--- src/rtl/led_pkg.sv ---
// led_pkg: shared state, pattern, rate types and pattern helpers for the LED scheduler
package led_pkg;
  typedef enum logic [1:0] {OFF, RUN, HOLD} state_t;
  typedef enum logic [1:0] {PAT_BLINK, PAT_LEFT, PAT_RIGHT, PAT_BOUNCE} pat_t;
  typedef logic [1:0] rate_t;
  localparam int TW = 28;
  localparam logic [2:0] LEN_BLINK = 3'd2;
  localparam logic [2:0] LEN_CHASE = 3'd4;
  localparam logic [2:0] LEN_BOUNCE = 3'd6;
  function automatic logic [TW-1:0] period(input logic [TW-1:0] base, input rate_t r);
    return base >> r;
  endfunction
  function automatic logic [2:0] pat_len(input pat_t p);
    return p == PAT_BLINK ? LEN_BLINK : p == PAT_BOUNCE ? LEN_BOUNCE : LEN_CHASE;
  endfunction
  function automatic logic [3:0] decode(input pat_t p, input logic [2:0] s);
    return p == PAT_BLINK ? {4{s[0]}} :
           p == PAT_LEFT  ? 4'b0001 << s[1:0] :
           p == PAT_RIGHT ? 4'b1000 >> s[1:0] :
           s[2] ? (s[0] ? 4'b0010 : 4'b0100) : 4'b0001 << s[1:0];
  endfunction
endpackage

--- src/rtl/btn_debounce.sv ---
// btn_debounce: accepts a level after DEBOUNCE_CYCLES identical samples and pulses on each accepted rise
module btn_debounce #(
  parameter int DEBOUNCE_CYCLES = 1000000
) (
  input  logic clk,
  input  logic rst,
  input  logic sample,
  output logic press
);
  localparam int CW = $clog2(DEBOUNCE_CYCLES + 1);
  logic [CW-1:0] cnt;
  logic level;
  logic done;
  assign done = sample != level && cnt == CW'(DEBOUNCE_CYCLES - 1);
  always_ff @(posedge clk) begin
    if (rst) begin
      cnt <= '0;
      level <= 1'b0;
      press <= 1'b0;
    end else begin
      cnt <= (sample == level || done) ? '0 : cnt + 1'b1;
      level <= done ? sample : level;
      press <= done & sample;
    end
  end
endmodule

--- src/rtl/led_pattern_scheduler.sv ---
// led_pattern_scheduler: button-selected rate, switch-selected LED pattern sequencer with run/hold/off control
module led_pattern_scheduler
  import led_pkg::*;
#(
  parameter int CLK_HZ = 100000000,
  parameter int DEBOUNCE_CYCLES = 1000000
) (
  input  logic       CLK100MHZ,
  input  logic       reset,
  input  logic [3:0] btn,
  input  logic [3:0] sw,
  output logic [3:0] led
);
  logic [3:0] btn_m, btn_s, sw_m, sw_s, press;
  state_t state;
  pat_t pat;
  rate_t rate_idx, pick;
  logic [TW-1:0] cnt, per;
  logic [2:0] step;
  logic tick, wrap, clear;
  genvar i;
  generate
    for (i = 0; i < 4; i++) begin : g_db
      btn_debounce #(.DEBOUNCE_CYCLES(DEBOUNCE_CYCLES)) u_db (
        .clk(CLK100MHZ), .rst(reset), .sample(btn_s[i]), .press(press[i])
      );
    end
  endgenerate
  assign per = period(TW'(CLK_HZ), rate_idx);
  assign tick = cnt == per - 1'b1;
  assign wrap = step == pat_len(pat) - 3'd1;
  assign pick = press[0] ? 2'd0 : press[1] ? 2'd1 : press[2] ? 2'd2 : 2'd3;
  assign clear = |press || pat_t'(sw_s[2:1]) != pat || state == OFF;
  always_ff @(posedge CLK100MHZ) begin
    if (reset) begin
      {btn_m, btn_s, sw_m, sw_s} <= '0;
      state <= OFF;
      pat <= PAT_BLINK;
      rate_idx <= '0;
      cnt <= '0;
      step <= '0;
      led <= '0;
    end else begin
      {btn_s, btn_m} <= {btn_m, btn};
      {sw_s, sw_m} <= {sw_m, sw};
      state <= !sw_s[0] ? OFF : state == OFF ? RUN : sw_s[3] ? HOLD : RUN;
      rate_idx <= |press ? pick : rate_idx;
      pat <= pat_t'(sw_s[2:1]);
      cnt <= clear ? '0 : state != RUN ? cnt : tick ? '0 : cnt + 1'b1;
      step <= clear ? '0 : (state != RUN || !tick) ? step : wrap ? '0 : step + 3'd1;
      led <= state == OFF ? '0 : state == HOLD ? led : decode(pat, step);
    end
  end
endmodule

--- config.mk ---
export PLATFORM = sky130hd
export DESIGN_NAME = led_pattern_scheduler
export DESIGN_NICKNAME = d
export VERILOG_FILES = /design/src/rtl/led_pkg.sv /design/src/rtl/btn_debounce.sv /design/src/rtl/led_pattern_scheduler.sv
export SDC_FILE = /design/constraint.sdc
export NUM_CORES = 1
export LEC_CHECK = 0
export CAP_MARGIN = 30
export CORE_MARGIN = 2
export CORE_UTILIZATION = 62
export CTS_CLUSTER_SIZE = 25
export DETAILED_ROUTE_END_ITERATION = 10
export PLACE_DENSITY = 0.8
export SYNTH_ARGS = -nofsm -noshare
export SYNTH_HDL_FRONTEND = slang
export SYNTH_SLANG_ARGS = --single-unit
--- constraint.sdc ---
create_clock -name CLK100MHZ -period 2.7 [get_ports CLK100MHZ]
set_input_delay 0.54 -clock CLK100MHZ [delete_from_list [all_inputs] [get_ports CLK100MHZ]]
set_output_delay 0.54 -clock CLK100MHZ [all_outputs]
set_load 0.05 [all_outputs]
Word level (Yosys, flattened, before mapping)
Index checks and enable logic that the tools add are counted.
{"block": "totals", "regBits": 145, "elab_cells": 96}
{"block": "classes", "n_addsub": 8, "eq_ne": 20, "shifts": 3, "muxes": 14, "n_bitwise": 5, "reduce_logical": 23}
{"operator": "adder 20 x 1 -> 20 bit, second input constant", "n": 4}
{"operator": "== test 20 bit, second input constant", "n": 4}
{"operator": "adder 28 x 1 -> 28 bit, second input constant", "n": 1}
{"operator": "== test 28 bit", "n": 1}
{"operator": "two-way mux 28 bit", "n": 1}
{"operator": ">> shifter 27 x 2 -> 28 bit, first input constant", "n": 1}
{"operator": "subtractor 28 x 1 -> 28 bit, second input constant", "n": 1}
{"operator": "two-way mux 4 bit", "n": 4}
{"operator": "OR reduction 2 bit", "n": 7}
{"operator": "two-way mux 3 bit", "n": 3}
{"operator": "two-way mux 2 bit", "n": 4}
{"operator": "logical OR 1 bit", "n": 7}
{"operator": "== test 2 bit, second input constant", "n": 3}
{"operator": "AND 1 bit", "n": 4}
{"operator": "== test 1 bit", "n": 4}
{"operator": "logical AND 1 bit", "n": 4}
{"operator": "logical NOT 2 bit", "n": 2}
{"operator": "inequality test 1 bit", "n": 4}
{"operator": "OR reduction 4 bit", "n": 1}
{"operator": "left shift 1 x 2 -> 4 bit, first input constant", "n": 1}
{"operator": ">> shifter 4 x 2 -> 4 bit, first input constant", "n": 1}
{"operator": "adder 3 x 1 -> 3 bit, second input constant", "n": 1}
{"operator": "== test 3 bit", "n": 1}
{"operator": "OR reduction 3 bit", "n": 1}
{"operator": "7 further kinds", "n": 8}

Logic depth before layout (Yosys ltp)
Gate-level depths: netlist (run 1).
{"block": "depth", "depth_word": 6, "depth_mapped": 9}

Hierarchy
Synthesis (run 1) repeated with hierarchy kept, for this count alone.
{"block": "unflattened", "hier_cells": 787, "area_unflattened_um2": 6781.5}
{"module": "btn_debounce", "instances": 4, "cells_each": 117, "area_per_inst_um2": 1011.0}
{"module": "led_pattern_scheduler", "instances": 1, "cells_each": 319, "area_per_inst_um2": 2737.6}

Worst setup path after synthesis (run 1)
No wires, ideal clock.
{"block": "synth_timing", "path_type": "register to register", "start": "reg rate_idx[0]", "end": "reg cnt[18]", "arrival_time_ps": 1944, "slack_ps": 642, "stages_incl_launch_ff": 10, "path_buffers": 2, "synth_period_minus_slack_ps": 2058, "path_cell_list": "dfxtp_1 > buf_2 > nand2_1 > ha_1 > xnor2_1 > a311oi_2 > nand4_2 > o21bai_4 > buf_4 > nor2_1"}
{"block": "synth_between", "elab_chain_cells": 4}
{"element": "start: declaration", "line_no": "led_pattern_scheduler.sv:17", "text": "rate_t rate_idx, pick;"}
{"element": "start signal: assignment", "line_no": "led_pattern_scheduler.sv:47", "text": "rate_idx <= |press ? pick : rate_idx;"}
{"element": ">> shifter 27 x 2 -> 28 bit", "line_no": "led_pkg.sv:11", "text": "return base >> r;"}
{"element": "subtractor 28 x 1 -> 28 bit", "line_no": "led_pattern_scheduler.sv:30", "text": "assign tick = cnt == per - 1'b1;"}
{"element": "== test 28 bit", "line_no": "led_pattern_scheduler.sv:30"}
{"element": "two-way mux 28 bit", "line_no": "led_pattern_scheduler.sv:49", "text": "cnt <= clear ? '0 : state != RUN ? cnt : tick ? '0 : cnt + 1'b1;"}
{"element": "end signal: assignment", "line_no": "led_pattern_scheduler.sv:49"}
{"element": "end: declaration", "line_no": "led_pattern_scheduler.sv:18", "text": "logic [TW-1:0] cnt, per;"}
No other way between the ends.
A chain may end at the register's enable or synchronous reset.

Final worst setup path (run 1)
{"block": "layout_timing", "start": "reg rate_idx[0]", "end": "reg step[1]"}
{"block": "layout_between", "elab_chain_cells": 5}
{"element": ">> shifter 27 x 2 -> 28 bit", "line_no": "led_pkg.sv:11"}
{"element": "subtractor 28 x 1 -> 28 bit", "line_no": "led_pattern_scheduler.sv:30"}
{"element": "== test 28 bit", "line_no": "led_pattern_scheduler.sv:30"}
{"element": "logical NOT 1 bit", "line_no": "led_pattern_scheduler.sv:50", "text": "step <= clear ? '0 : (state != RUN || !tick) ? step : wrap ? '0 : step + 3'd1;"}
{"element": "logical OR 1 bit", "line_no": "led_pattern_scheduler.sv:50"}
{"element": "end signal: assignment", "line_no": "led_pattern_scheduler.sv:50"}
{"element": "end: declaration", "line_no": "led_pattern_scheduler.sv:19", "text": "logic [2:0] step;"}
No other way between the ends.

==> results of run 1 <==
-- how the worst min path moves through the flow --
stage	from	endpoint	cells after the start
2_1_floorplan	g_db[3].u_db.cnt[0]	g_db[3].u_db.cnt[0]	1
4_1_cts	btn_m[2]	btn_s[2]	1
3_5_place_dp	btn_m[2]	btn_s[2]	1
6_report	btn_m[0]	btn_s[0]	1
3_3_place_gp	sw_m[2]	sw_s[2]	1
5_1_grt	btn_m[2]	btn_s[2]	1
-- flip-flops by register name (all words and copies together), names as in the netlist, 3 cells and up --
signal,count
sw_m,4
g_db.u_db.level,4
sw_s,4
g_db.u_db.cnt,80
btn_s,4
btn_m,4
cnt,28
step,3
led,4
g_db.u_db.press,4
-- synth_stat cells, types with 2 or more instances --
master and count:
ha_1 15, nor2b_1 21, a21oi_1 7, o21ai_0 7, buf_6 3, or3_1 7, nand2b_1 3, nor3_1 12
clkbuf_1 9, buf_4 6, nor2_1 162, or4_1 2, nor4_1 7, nand4_1 23, and2_1 3, and3b_1 2
xnor2_1 45, o22ai_1 5, nand2_1 56, nor3b_1 2, nand4_2 2, inv_1 13, and4_1 7, xor2_1 64
nor4b_1 6, dfxtp_1 145, buf_2 5, nand3_1 43, and3_1 16, mux2i_1 8
-- cell type report --
class / count / area share (%)
Multi-Input combinational cell: 550 / 46.59
Sequential cell: 145 / 40.06
Tap cell: 136 / 2.348
Clock inverter: 14 / 2.107
Clock buffer: 18 / 5.906
Inverter: 13 / 0.6735
Timing Repair Buffer: 18 / 2.314
-- per-stage QoR --
stage                     hold slack [ns]  setup WS, ns  cells
final                              0.4362        0.3835    894
after global routing               0.4476        0.2038    894
after CTS                          0.4375        0.3836    894
after detailed placement           0.4226        0.4371    862
after global placement             0.4190        0.5135    862
after floorplan                    0.4129        0.6416    731
-- cell families (layout without fill, tap and decap cells) --
logic type	after synthesis	after routing	share of synthesized area, %
fa+ha+maj	15	15	2.903
flops	145	145	44.90
mux	8	8	1.239
buf+inv	36	63	2.884
compound gates	33	33	3.619
simple gates	385	385	29.69
xor+xnor	109	109	14.77
-- power breakdown --
group	total (W)	leakage, nW	internal, W	switching, W
registers	0.00216	1.17	0.00215	0.00000732
clock network	0.00226	0.280	0.00135	0.000912
logic	0.0000618	0.996	0.0000305	0.0000313
total	0.00449	2.45	0.00354	0.000951
-- metal layers --
layer	vias up	share of wire [%]	GRT usage [%]
met5	-	0	0
met4	0	1.7	9.774
met3	15	2.8	5.273
met2	68	50	38.97
met1	2285	46	26.60
li1	2481	-	-
==> flow_summary_export.csv, run 1 <==
group,metric,value,unit
sta,slew_headroom,53.90,%
floorplan,rows,37,
worst_hold_path,hold_path_class,"flip-flop to flip-flop",
clocking,clk_pin_slew,0.06,ns
clocking,clockRootBuffer,"clkbuf_8",
clocking,clkSinkCount,145,
logic_synthesis,synthDistinctLibCells,55,
grt,grt_max_degree,35,
detailed_routing,antenna_left,0,
critical_path,startpoint,"rate_idx[0]",
finish,mostFrequentLayoutCells,"nor2_1, dfxtp_1, xor2_1",
critical_path,critPathBufInv,0,
clocking,postCtsSetupBuffers,0,
floorplan,die_x,106.1,µm
finish,layout.nets,770,
logic_synthesis,synth_top_area_share,44.90,%
sta,period_share,85.80,%
floorplan,pin_count,14,
critical_path,path_delay_family,"simple AND/OR/NAND/NOR gates",
finish,layout_commonest_cell,"nor2_1",
sta,rsz0062_at_grt,"false",
grt,overflow,0,
sta,drv_slew,0,
sta,fin_setup_tns,0,ns
sta,worst_pin_slew,0.6851,ns
floorplan,coreArea,10230,µm²
clocking,cts.repair.resized,0,
run_status,status,"completed",
clocking,cts_tree,"built",
critical_path,crit_fanout,12,
sta,fmax,0.4317,GHz
pwr,finalPower,0.004486,W
detailed_routing,vias_per_cell,5.424,
critical_path,required,3.16,ns
clocking,hold_buffers,0,
logic_synthesis,synth_area_per_cell,8.844,µm²
clocking,htreeDepth,4,
finish,utilization,70.82,%
critical_path,critical_path.cell_chain,"nand2_1, ha_1, xnor2_1, a311oi_2, nand4_2, or3_1, a21oi_1",
logic_synthesis,synth_area_leaders,"dfxtp_1, nor2_1, xor2_1",
critical_path,cp.arrival,2.78,ns
finish,final_cell_area,7246,µm²
logic_synthesis,ys_seq_area_share,44.90,%
detailed_routing,wire_per_inst,12.90,µm
finish,n_fill_cell,773,
finish,diodes,0,
critical_path,critical_path_class,"flip-flop to flip-flop",
grt,grt_pass1_vias,4755,
critical_path,crit_slowest_cell,"dfxtp_1",
grt,grt_pass1_wl,20460,µm
clocking,cts_buffer_depth,2,
critical_path,r2r_cells,7,
detailed_routing,first_pass_iters,4,
placed_design,gp_congestion,0.8172,
floorplan,die_y,106.1,µm
logic_synthesis,syn-num-nets,756,
pwr,ir_drop,0.6354,mV
finish,multiInputGateArea,3376,µm²
sta,finalSetupViolations,0,
floorplan,start_util,63.19,%
sta,finalHoldViolCount,0,
finish,drive_gt1_share,6.860,%
logic_synthesis,yosys_warnings,0,
logic_synthesis,synth_edf_count,0,
critical_path,cp-start-kind,"flip-flop",
logic_synthesis,yosys_register_bits,145,
logic_synthesis,post_synth_instance_area,6465,µm²
critical_path,r2r_end,"step[1]",
sta,period_needed,2.317,ns
critical_path,rr_startpoint,"rate_idx[0]",
placed_design,hpwl,7787,µm
grt,antenna_found_initial,0,
grt,globalRouteTotalUtil,22.51,%
clocking,numCtsBuffers,17,
run,drv_cap,0,
logic_synthesis,yosysTopAreaCell,"dfxtp_1",
critical_path,r2r_slack,0.38,ns
logic_synthesis,postSynthCellCount,731,
floorplan,dieArea,11260,µm²
critical_path,crit_path_end_kind,"flip-flop",
detailed_routing,vias,4849,
logic_synthesis,synth-async-reset-ratio,0,%
clocking,clock_latency,0.53,ns
critical_path,critPathMaxStageDelay,0.56,ns
sta,finClkSkew,0.004433,ns
detailed_routing,first_iter_violations,236,
detailed_routing,routed_wl,11530,µm
logic_synthesis,ys.flop_type,"dfxtp_1",
placed_design,placed_area,6665,µm²
pwr,p_leak,2.448,nW
finish,synthToLayoutAreaGrowth,12.08,%
critical_path,critical_path_depth,7,
pwr,p_per_area,619.1,nW/µm²
placed_design,io_buffer_count,13,
critical_path,critical_path.endpoint,"step[1]",
finish,regArea,2903,µm²
detailed_routing,drc,0,
Note: power is estimated with default switching activity, not from simulation.
==> run 2, diff against run 1 <==
- SLEW_MARGIN: not set -> 20
==> results of run 2 <==
No change in the layout: final DEF, timing and power equal those of run 1.
==> edit: new RTL, flow settings as in run 1 <==
`DEBOUNCE_CYCLES` is set to 1000000 in 2 places; all go to 2000000.
--- a/src/rtl/btn_debounce.sv
+++ b/src/rtl/btn_debounce.sv
@@ -1,6 +1,6 @@
 // btn_debounce: accepts a level after DEBOUNCE_CYCLES identical samples and pulses on each accepted rise
 module btn_debounce #(
-  parameter int DEBOUNCE_CYCLES = 1000000
+  parameter int DEBOUNCE_CYCLES = 2000000
 ) (
   input  logic clk,
   input  logic rst,
--- a/src/rtl/led_pattern_scheduler.sv
+++ b/src/rtl/led_pattern_scheduler.sv
@@ -3,7 +3,7 @@
   import led_pkg::*;
 #(
   parameter int CLK_HZ = 100000000,
-  parameter int DEBOUNCE_CYCLES = 1000000
+  parameter int DEBOUNCE_CYCLES = 2000000
 ) (
   input  logic       CLK100MHZ,
   input  logic       reset,
Behaviour: no difference found for any inputs over 10 cycles, from zero or initial values and one cycle with reset high; that may be too few to reach the edited logic, so the function may still have changed.
==> edit against run 1 <==
- combinational power increased by 3.2%
- worst hold slack better by 0.0022 ns
- final area up 3.6%
- maximum frequency decreased by 5.7%
- wire length increased by 9.5%
- first-iteration DRC count increased by 37%
- sequential cell count increased by 4
- power grew 4.2%
- critical endpoint unchanged
- largest cell class unchanged
- area after synthesis increased by 2.7%
- global-route usage grew 1.2 points
- non-clock buffer count up 2
- worst setup slack worse by 0.14 ns
==> edit: results (changes against run 1) <==
| Metric | Value |
|---|---|
| Hold_sp | `sw_m[2]` |
| Share of layout cells above drive strength 1 | `7.26% (+0.40 points)` |
| Clk Latency, worst-skew pair | `0.53 ns (about the same)` |
| Largest regs | `g_db.u_db.cnt (84), cnt (28)` |
| CTS buffer count | `17 (unchanged)` |
| # DRC | `0 (unchanged)` |
| Antenna violations before repair | `0 (unchanged)` |
| Top cells by area, synth | `dfxtp_1 45%, xor2_1 9.2%, nor2_1 8.2%` |
| Primary FF master, synth | `dfxtp_1` |
| Seq/Total Area, Yosys | `44.9% (about the same)` |
| Vias in the first global route | `4942 (+3.9%)` |
| Post-CTS Setup Inserts | `0 (unchanged)` |
| Status | `finished, final reports clean` |
| Iteration count of the initial detailed-routing pass | `4 (unchanged)` |
| Maximum vdd drop | `0.540 mV (-15%)` |
| Slew of the pin with the lowest slew margin | `0.732 ns (+0.0464 ns)` |
| Leak | `0.00252 uW (+2.9%)` |
| Syn_nets | `779 (+3.0%)` |
| GPL Wtd Cong | `0.841 (+3.0%)` |
| Placed inst area | `0.00690 sq mm (+3.6%)` |
| Port bufs | `13 (unchanged)` |
| Clock Pin Slew Worst Setup and Hold Paths | `0.07 ns` |
| RR Startpoint | `cnt[0]` |
| DP HPWL | `8530 um (+9.6%)` |
| Ant diodes | `0 (unchanged)` |
| CP max FO | `5 (-7)` |
| Skew final | `0.00585 ns (+0.00141 ns)` |
| Worst reg-to-reg path cell count | `6 (-1)` |
| Largest net degree at the start of global routing | `35 (unchanged)` |
| Clock Tree Buf Depth | `2 (unchanged)` |
| Post-cts sizing count | `0 (unchanged)` |
| Worst hold endpoint | `sw_s[2]` |
| Vias | `5137 (+5.9%)` |
| Hold Path Class | `reg -> reg` |
| DRT iter0 DRCs | `323 (+37%)` |
| R2R Setup Slk | `0.24 ns (-0.14 ns)` |
| Clk root buf | `clkbuf_8` |
| CP arrival | `2.92 ns (+0.14 ns)` |
| Post-synth top cells | `149 x dfxtp_1, 145 x nor2_1, 70 x xor2_1` |
| FF-to-FF End | `step[1]` |
| Global Route Usage Sum | `23.7% (+1.2 points)` |
| Layout Nets | `796 (+3.4%)` |
| DP Worst Slack | `0.286 ns (-0.152 ns)` |
| Post-synth ARST share | `0% (unchanged)` |
| Yosys cell types | `54 (-1.8%)` |
| Post-synth top area share | `44.9% (about the same)` |
| WL final | `12600 um (+9.5%)` |
| Yosys warns | `0 (unchanged)` |
| First-pass GRT wire length | `22000 um (+7.5%)` |
edit: power by group:
part / internal [uW] / leakage (uW) / total, uW / switching, uW
registers: 2210 / 0.00120 / 2220 / 8.32
clock network: 1430 / 0.000288 / 2390 / 963
logic: 31.2 / 0.00103 / 63.8 / 32.6
edit: area by class of cell:
type                       instances  area (sq um)
multi-input combinational        564          3480
sequential                       149          2980
fill                             799          2860
clock buffer                      17           414
timing repair buffer              20           195
clock inverter                    15           190
tap                              136           170
inverter                          20          75.1
edit: metrics by stage:
step	std cells	utilization, %	hold slack, ns	total power [uW]
2_1_floorplan	755	-	0.414	2310
3_3_place_gp	889	66.6	0.421	2330
3_5_place_dp	889	66.6	0.425	2330
4_1_cts	921	72.4	0.436	4710
5_1_grt	921	72.4	0.452	4830
6_report	921	72.4	0.438	4680
edit: how the worst max path moves through the flow:
stage           start       to  slack [ns]  depth (start not counted)
2_1_floorplan  cnt[8]  cnt[19]        0.42                          6
3_3_place_gp   cnt[8]  step[1]        0.35                          5
3_5_place_dp   cnt[8]  step[1]        0.29                          5
4_1_cts        cnt[8]  step[1]        0.26                          5
5_1_grt        cnt[8]  step[1]        0.17                          5
6_report       cnt[0]  step[1]        0.24                          6
edit: metal layers:
layer	routed length, um	vias to the layer above	share of wire (%)	track usage (%)
met4	207	0	1.6	9.89
met2	6240	81	49	39.0
li1	-	2599	-	-
met1	5780	2442	46	29.2
met5	0	-	0	0
met3	406	15	3.2	6.42
edit: cell families after synthesis:
family	share of synthesized area (%)
xor gates and xnor gates	14.4
DFF	44.9
AOI/OAI and AO/OA	3.43
adders and majority gates	2.64
buffers and inverters	2.66
and+or+nand+nor	30.8
muxes	1.21
edit: critical path, stage by stage (launching register included):
cell and delay, ns:
dfxtp_1 0.42, ha_1 0.22, nand4b_1 0.15, or4_1 0.53, a2111o_1 0.51, or3_1 0.42
a21oi_1 0.14
